<file path="config.mk">
export PLATFORM = sky130hd
export DESIGN_NAME = mem_stage
export DESIGN_NICKNAME = d
export VERILOG_FILES = /design/src/rtl/mem_stage.sv
export SDC_FILE = /design/constraint.sdc
export NUM_CORES = 1
export LEC_CHECK = 0
export CAP_MARGIN = 25
export CELL_PAD_IN_SITES_DETAIL_PLACEMENT = 0
export CELL_PAD_IN_SITES_GLOBAL_PLACEMENT = 1
export CORE_ASPECT_RATIO = 1.25
export CORE_MARGIN = 10
export CORE_UTILIZATION = 32
export CTS_BUF_LIST = sky130_fd_sc_hd__clkbuf_16
export CTS_CLUSTER_SIZE = 14
export DETAILED_ROUTE_END_ITERATION = 7
export GPL_TIMING_DRIVEN = 0
export PLACE_DENSITY = 0.89
export SYNTH_ARGS = -nofsm -noshare
export SYNTH_HDL_FRONTEND = slang
export SYNTH_SLANG_ARGS = --single-unit
</file>
<file path="constraint.sdc">
create_clock -name CLK -period 6.1 [get_ports CLK]
set_clock_uncertainty 0.05 [all_clocks]
set_input_delay 1.22 -clock CLK [delete_from_list [all_inputs] [get_ports CLK]]
set_output_delay 1.22 -clock CLK [all_outputs]
set_load 0.02 [all_outputs]
</file>
<file path="src/rtl/mem_stage.sv">
// MEM pipeline stage: request/ack data-memory access, BEQ resolution, registered MEM/WB outputs.
// Optional MEM_TIMEOUT_EN aborts a memory access that is not acknowledged within TIMEOUT_CYCLES.
module mem_stage #(
    parameter int unsigned TIMEOUT_CYCLES = 16
) (
    input  logic        CLK,
    input  logic        RESET,
    input  logic        VALID_IN,
    input  logic        ZERO_IN,
    input  logic [31:0] BRANCH_IN,
    input  logic [31:0] ALU_VAL_IN,
    input  logic [31:0] RT_READ_IN,
    input  logic [4:0]  REG_DESTINATION_IN,
    input  logic [5:0]  ALU_CONTROL_IN,
    output logic        MEM_REQ,
    output logic        MEM_WE,
    output logic [31:0] MEM_ADDR,
    output logic [31:0] MEM_WDATA,
    input  logic [31:0] MEM_RDATA,
    input  logic        MEM_ACK,
    output logic        STALL,
    output logic        PC_SRC,
    output logic [31:0] BRANCH_TARGET,
    output logic        WB_WRITE,
    output logic [4:0]  WB_DEST,
    output logic [31:0] WB_DATA,
    output logic        MISALIGN,
    output logic        MEM_ERR
);

    localparam int unsigned DATA_W = 32;
    localparam int unsigned REG_W  = 5;
    localparam logic [5:0]  OP_LW  = 6'h23;
    localparam logic [5:0]  OP_SW  = 6'h2B;
    localparam logic [5:0]  OP_BEQ = 6'h04;

    typedef enum logic {S_IDLE, S_WAIT} state_t;

    state_t              state_q, state_d;
    logic                mem_req_q, mem_req_d;
    logic                mem_we_q, mem_we_d;
    logic [DATA_W-1:0]   mem_addr_q, mem_addr_d;
    logic [DATA_W-1:0]   mem_wdata_q, mem_wdata_d;
    logic [REG_W-1:0]    dest_q, dest_d;
    logic                pc_src_q, pc_src_d;
    logic [DATA_W-1:0]   branch_target_q, branch_target_d;
    logic                wb_write_q, wb_write_d;
    logic [REG_W-1:0]    wb_dest_q, wb_dest_d;
    logic [DATA_W-1:0]   wb_data_q, wb_data_d;
    logic                misalign_q, misalign_d;
    logic                stall;
    logic                is_mem;
    logic                aligned;

`ifdef MEM_TIMEOUT_EN
    localparam int unsigned CNT_W = 16;
    logic [CNT_W-1:0]    wait_cnt_q, wait_cnt_d;
    logic                mem_err_q, mem_err_d;
    logic                timeout;
`endif

    assign is_mem  = VALID_IN & ((ALU_CONTROL_IN == OP_LW) | (ALU_CONTROL_IN == OP_SW));
    assign aligned = (ALU_VAL_IN[1:0] == 2'b00);

`ifdef MEM_TIMEOUT_EN
    // Limit reached in the WAIT cycle whose count equals TIMEOUT_CYCLES-1; ACK still wins.
    assign timeout = (state_q == S_WAIT) & ~MEM_ACK
                   & (wait_cnt_q == CNT_W'(TIMEOUT_CYCLES - 1));
`endif

    // Next-state, stall and registered-output logic
    always_comb begin
        state_d         = state_q;
        mem_req_d       = mem_req_q;
        mem_we_d        = mem_we_q;
        mem_addr_d      = mem_addr_q;
        mem_wdata_d     = mem_wdata_q;
        dest_d          = dest_q;
        branch_target_d = branch_target_q;
        wb_dest_d       = wb_dest_q;
        wb_data_d       = wb_data_q;
        pc_src_d        = 1'b0;
        wb_write_d      = 1'b0;
        misalign_d      = 1'b0;
        stall           = 1'b0;
`ifdef MEM_TIMEOUT_EN
        wait_cnt_d      = wait_cnt_q;
        mem_err_d       = 1'b0;
`endif
        case (state_q)
            S_IDLE: begin
                if (is_mem) begin
                    if (aligned) begin
                        stall       = 1'b1;
                        state_d     = S_WAIT;
                        mem_req_d   = 1'b1;
                        mem_we_d    = (ALU_CONTROL_IN == OP_SW);
                        mem_addr_d  = ALU_VAL_IN;
                        mem_wdata_d = RT_READ_IN;
                        dest_d      = REG_DESTINATION_IN;
`ifdef MEM_TIMEOUT_EN
                        wait_cnt_d  = '0;
`endif
                    end else begin
                        misalign_d = 1'b1;
                    end
                end else if (VALID_IN) begin
                    if (ALU_CONTROL_IN == OP_BEQ) begin
                        pc_src_d        = ZERO_IN;
                        branch_target_d = BRANCH_IN;
                    end else begin
                        wb_data_d  = ALU_VAL_IN;
                        wb_dest_d  = REG_DESTINATION_IN;
                        wb_write_d = (REG_DESTINATION_IN != '0);
                    end
                end
            end
            S_WAIT: begin
                if (MEM_ACK) begin
                    state_d   = S_IDLE;
                    mem_req_d = 1'b0;
                    if (!mem_we_q) begin
                        wb_data_d  = MEM_RDATA;
                        wb_dest_d  = dest_q;
                        wb_write_d = (dest_q != '0);
                    end
`ifdef MEM_TIMEOUT_EN
                end else if (timeout) begin
                    state_d   = S_IDLE;
                    mem_req_d = 1'b0;
                    mem_err_d = 1'b1;
`endif
                end else begin
                    stall = 1'b1;
`ifdef MEM_TIMEOUT_EN
                    wait_cnt_d = wait_cnt_q + CNT_W'(1);
`endif
                end
            end
            default: begin
                state_d   = S_IDLE;
                mem_req_d = 1'b0;
            end
        endcase
    end

    always_ff @(posedge CLK or posedge RESET) begin
        if (RESET) begin
            state_q         <= S_IDLE;
            mem_req_q       <= 1'b0;
            mem_we_q        <= 1'b0;
            mem_addr_q      <= '0;
            mem_wdata_q     <= '0;
            dest_q          <= '0;
            pc_src_q        <= 1'b0;
            branch_target_q <= '0;
            wb_write_q      <= 1'b0;
            wb_dest_q       <= '0;
            wb_data_q       <= '0;
            misalign_q      <= 1'b0;
`ifdef MEM_TIMEOUT_EN
            wait_cnt_q      <= '0;
            mem_err_q       <= 1'b0;
`endif
        end else begin
            state_q         <= state_d;
            mem_req_q       <= mem_req_d;
            mem_we_q        <= mem_we_d;
            mem_addr_q      <= mem_addr_d;
            mem_wdata_q     <= mem_wdata_d;
            dest_q          <= dest_d;
            pc_src_q        <= pc_src_d;
            branch_target_q <= branch_target_d;
            wb_write_q      <= wb_write_d;
            wb_dest_q       <= wb_dest_d;
            wb_data_q       <= wb_data_d;
            misalign_q      <= misalign_d;
`ifdef MEM_TIMEOUT_EN
            wait_cnt_q      <= wait_cnt_d;
            mem_err_q       <= mem_err_d;
`endif
        end
    end

    assign MEM_REQ       = mem_req_q;
    assign MEM_WE        = mem_we_q;
    assign MEM_ADDR      = mem_addr_q;
    assign MEM_WDATA     = mem_wdata_q;
    assign STALL         = stall;
    assign PC_SRC        = pc_src_q;
    assign BRANCH_TARGET = branch_target_q;
    assign WB_WRITE      = wb_write_q;
    assign WB_DEST       = wb_dest_q;
    assign WB_DATA       = wb_data_q;
    assign MISALIGN      = misalign_q;
`ifdef MEM_TIMEOUT_EN
    assign MEM_ERR       = mem_err_q;
`else
    assign MEM_ERR       = 1'b0;
`endif

endmodule

</file>
==> flow_summary.toml, run 1 <==
[yosys]
synth_cells = 365
ys_warn_count = 0
netlist_area_um2 = 5990
yosysTopAreaCell = "dfrtp_1"
synthSimpleGateAreaFrac_pct = 2.09
synthAdderAreaFrac_pct = 0
synth-seq-cells = 144
synth.avg_cell_area_um2 = 16.4
synth.distinct_cells = 26
synth_seq_area_share_pct = 60.2
synth_top_area_share_pct = 60.2
synth_nets = 509
synth_xor_area_share_pct = 0
synthMuxAreaShare_pct = 34.6
synth.area.top_cells = "dfrtp_1 60%, mux2_2 27%, mux2_4 7.5%"
synth_compound_area_share_pct = 0.815
synth_top_family_by_area = "multiplexers"

[place]
place.port_buffers = 282
dpl.hpwl_um = 15200
place.gp.congestion = 0.740
dpl_cell_area_um2 = 9130
place_ws_ns = 1.05

[sta]
hold_viol = 0
fin_crit_ns = 4.98
maxSlewViolCount = 0
timing.setup.tns_ns = 0
relSlewSlack_pct = 52.3
max_freq_mhz = 201
rsz0062_at_grt = "no"
period_share_pct = 81.7
setup_viol = 0
hold_slack_ns = 0.435
setup_ws_ns = 1.12
tightest_slew_ns = 0.716

[worst_setup_path]
end_kind = "output port"
critPathLaunchType = "input port"
crit_buf_inv = 3
crit_path_max_incr_delay_ns = 0.69
crit_slowest_cell = "clkdlybuf4s50_1"
crit_arrival_ns = 3.71
reg2reg_to = "WB_DEST[1]"
r2r-start = "state_q"
rrSetupSlack_ns = 4.01
crit_fanout = 10
path_cells = "clkdlybuf4s50_1, and4bb_2, nand4_1, buf_2, o21ai_0, clkdlybuf4s50_1"
crit_top_cell = "clkdlybuf4s50_1"
reg2regPathDepth = 4
critPathTopFamily = "buffers and inverters"
critical_path_class = "in2out"
worstPathRequired_ns = 4.83

[cts]
cts.repair.resized = 0
cts_hold_buffers = 0
clk_pin_slew_ns = 0.06
cts_tree = "done"
clock_path_buffers = 2
cts_root_buf = "clkbuf_16"
cts_buffers = 17
htree_levels = 4
post-cts-setup-buffers = 0
cts_sinks = 144
clock_latency_ns = 0.41

[finish]
multi_input_area_um2 = 2250
utilization_pct = 53.0
n_fill_cell = 1530
regArea_um2 = 3600
final_common_cell = "clkdlybuf4s50_1"
fin_area_um2 = 9670
drive_gt1_share_pct = 32.9
syn2layout_area_growth_pct = 61.6
mostFrequentLayoutCells = "282 x clkdlybuf4s50_1, 144 x dfrtp_1, 144 x mux2_2"
nNetsFinal = 811

[power]
power.leakage_uw = 0.00432
vdd_ir_drop_max_mv = 0.155
power_density_nw_per_um2 = 277

[floorplan]
die_w_um = 142
core_area_um2 = 18200
start_util_pct = 32.8
dieArea_um2 = 24600
io_pins = 284
die_h_um = 173
row_count = 55

[routing]
vias = 4193
drt_first_iter_violations = 92
drcViolationCount = 0
wl_um = 19100
via_per_inst = 4.61
post_drt_wl_per_cell_um = 21.1
dr.pass1.iters = 4
drtAntennaViolNets = 0

[worst_hold_path]
min_delay_worst_endpoint = "MEM_ADDR[1]"
hold_path.class = "reg2reg"
worstHoldStart = "MEM_ADDR[1]"
holdPathStages = 1

[global_route]
antenna_found_initial = 0
gr-total-overflow = 0
grt_max_degree = 81
grt_pass1_wl_um = 28800
grt_usage_pct = 15.1
grt_pass1_vias = 4723

[status]
outcome = "completed"

[job]
maxCapViolations = 0
## stage by stage
step,power (uW),instances
finish,2680,909
global route,2790,908
CTS,2720,908
detailed placement,1730,876
global placement,1710,875
floorplan,1380,365
## metal layers
| layer | part of all wire [%] | wire length (um) | GRT usage, % | vias to the layer above |
|---|---|---|---|---|
| met5 | 0 | 0 | 0 | - |
| met4 | 1.1 | 201 | 3.38 | 0 |
| met3 | 7.5 | 1430 | 5.29 | 12 |
| met2 | 54 | 10400 | 27.4 | 147 |
| met1 | 37 | 7130 | 16.2 | 2124 |
| li1 | - | - | - | 1910 |
## power breakdown
group	internal [uW]	leakage (uW)	switching, uW
combinational	344	0.00217	255
sequential	1050	0.00188	52.9
clock	558	0.000264	413
total	1950	0.00432	722
## final cells by class
type	count	share of cell area (%)
inverters	2	0.129
repair buffers	283	29.5
clock buffers	17	4.40
clock inverters	15	1.23
diodes	1	0.0259
multi-input cells	201	23.3
well taps	228	2.95
flip-flops and latches	144	37.2
plain buffers	18	1.31
## worst max-delay path by stage
stage / start / end / slack [ns] / depth (start not counted)
CTS: ALU_CONTROL_IN[2] / STALL / 1.03 / 6
global route: VALID_IN / STALL / 0.91 / 6
finish: ALU_CONTROL_IN[2] / STALL / 1.12 / 6
detailed placement: ALU_CONTROL_IN[2] / STALL / 1.05 / 6
global placement: RESET / MEM_WDATA[15] / -0.93 / 2
floorplan: RESET / BRANCH_TARGET[0] / 0.96 / 1
## synthesized netlist by cell type, drive strengths merged
cell type and n:
o21ai 3, or4 2, inv 2, or2 1, nor2 6, nand4 1, conb 1, and4bb 1
nand3 1, a21bo 1, buf 16, clkbuf 2, dfrtp 144, nand2 3, and2 3, nor2b 1
mux2 174, nand4b 1, and4b 1, o22ai 1
## flip-flops by register name, summed over array words and instances, names as in the netlist
register	count
state_q	1
BRANCH_TARGET	32
WB_DATA	32
MEM_WDATA	32
PC_SRC	1
MEM_ADDR	32
WB_DEST	5
WB_WRITE	1
MEM_WE	1
MEM_REQ	1
MISALIGN	1
dest_q	5
## logic make-up (layout without fill, tap and decap cells)
group	Yosys count	count (layout)
multiplexers	174	174
flip-flops	144	144
AND/OR/NAND/NOR	21	21
buffers and inverters	20	335
AO/OA/AOI/OAI	5	5
other	1	2
(Power assumes the default switching activity.)
==> run 2: changes to the inputs <==
==> constraint.sdc (replaced) <==
create_clock -name CLK -period 4.8 [get_ports CLK]
set_clock_uncertainty 0.05 [all_clocks]
set_input_delay 0.96 -clock CLK [delete_from_list [all_inputs] [get_ports CLK]]
set_output_delay 0.96 -clock CLK [all_outputs]
set_load 0.02 [all_outputs]
==> run 2 against run 1 <==
Sequential power increased by 26%. Total power rose by 34%. Sequential share of layout area fell by 0.46 points. Utilization up 0.66 points. Sequential cell count did not move. Via count fell by 0.14%.
==> flow_summary.toml, run 2 (same netlist as run 1, synthesis figures left out) <==
[worst_setup_path]
reg2regPathDepth = 4
critical_path_class = "in2out"
rrSetupSlack_ns = 2.67
r2r-start = "state_q"
crit_fanout = 10
worstPathRequired_ns = 3.79
critPathLaunchType = "input port"
reg2reg_to = "MEM_ADDR[8]"
crit_arrival_ns = 3.52
end_kind = "output port"

[floorplan]
core_area_um2 = 18200
row_count = 55
start_util_pct = 32.8
dieArea_um2 = 24600
die_w_um = 142
io_pins = 284
die_h_um = 173

[finish]
mostFrequentLayoutCells = "282 x clkdlybuf4s50_1, 144 x dfrtp_1, 144 x mux2_2"
utilization_pct = 53.7
fin_area_um2 = 9790
drive_gt1_share_pct = 33.4
nNetsFinal = 813
final_common_cell = "clkdlybuf4s50_1"
syn2layout_area_growth_pct = 63.6

[status]
outcome = "completed"

[worst_hold_path]
holdPathStages = 1
worstHoldStart = "MEM_ADDR[1]"
hold_path.class = "reg2reg"
min_delay_worst_endpoint = "MEM_ADDR[1]"

[sta]
rsz0062_at_grt = "no"
timing.setup.tns_ns = 0
maxSlewViolCount = 0
max_freq_mhz = 221
setup_viol = 0
relSlewSlack_pct = 55.1
tightest_slew_ns = 0.674
hold_viol = 0
period_share_pct = 94.4
fin_crit_ns = 4.53

[routing]
drt_first_iter_violations = 115
wl_um = 19500
drcViolationCount = 0
dr.pass1.iters = 4
via_per_inst = 4.60
drtAntennaViolNets = 0
post_drt_wl_per_cell_um = 21.4
vias = 4187

[global_route]
antenna_found_initial = 1
grt_usage_pct = 15.6
gr-total-overflow = 0
grt_pass1_wl_um = 29800
grt_max_degree = 45
grt_pass1_vias = 4930

[cts]
cts_hold_buffers = 0
cts.repair.resized = 0
htree_levels = 4
clock_path_buffers = 2
clock_latency_ns = 0.41
post-cts-setup-buffers = 0
cts_tree = "done"
cts_sinks = 144
cts_buffers = 17
clk_pin_slew_ns = 0.06
cts_root_buf = "clkbuf_16"

[power]
power.leakage_uw = 0.00437
vdd_ir_drop_max_mv = 0.227
power_density_nw_per_um2 = 367

[place]
dpl_cell_area_um2 = 9160
place.port_buffers = 282
dpl.hpwl_um = 15300
place.gp.congestion = 0.732

[job]
maxCapViolations = 0
run 2: metal layers:
metal | GRT usage (%) | vias up | share of wire, %
met3 | 5.78 | 18 | 8.5
met4 | 5.24 | 0 | 1.8
met5 | 0 | - | 0
li1 | - | 1909 | -
met1 | 15.9 | 2102 | 35
met2 | 28.3 | 158 | 54
run 2: where the power goes:
| part | internal, uW | total (uW) | leakage (uW) | switching, uW |
|---|---|---|---|---|
| Sequential | 1340 | 1400 | 0.00188 | 66.4 |
| Combinational | 440 | 766 | 0.00218 | 326 |
| Clock | 879 | 1420 | 0.000305 | 543 |
| Total | 2660 | 3590 | 0.00437 | 936 |
run 2: worst max-delay path by stage:
stage / from / to / slack [ns]
after floorplan: ALU_CONTROL_IN[4] / STALL / 1.79
after global placement: ALU_CONTROL_IN[2] / STALL / 0.23
after detailed placement: ALU_CONTROL_IN[2] / STALL / 0.22
after CTS: ALU_CONTROL_IN[2] / STALL / 0.20
after global routing: ALU_CONTROL_IN[2] / STALL / 0.14
final: ALU_CONTROL_IN[2] / STALL / 0.27
run 2: per-stage QoR:
step                worst slack [ns]  total power (uW)  instances  hold WS, ns
global route                   0.138              3740        911        0.460
detailed placement             0.218              2200        878        0.421
CTS                            0.201              3650        910        0.442
global placement               0.233              2180        875        0.422
floorplan                       1.79              1760        365        0.437
finish                         0.271              3590        911        0.435
run 2: worst max-delay path, cell delays in order:
cell,delay [ns]
clkdlybuf4s50_1,0.43
and4bb_2,0.34
nand4_1,0.53
buf_2,0.42
o21ai_0,0.14
clkdlybuf4s50_1,0.69
run 2: layout make-up:
type	instances	area, um2
plain buffers	18	126
clock inverters	15	208
multi-input cells	201	2250
diodes	1	2.50
repair buffers	285	2880
well taps	228	285
inverters	2	11.3
clock buffers	17	425
flip-flops and latches	144	3600
fillers	1526	8440
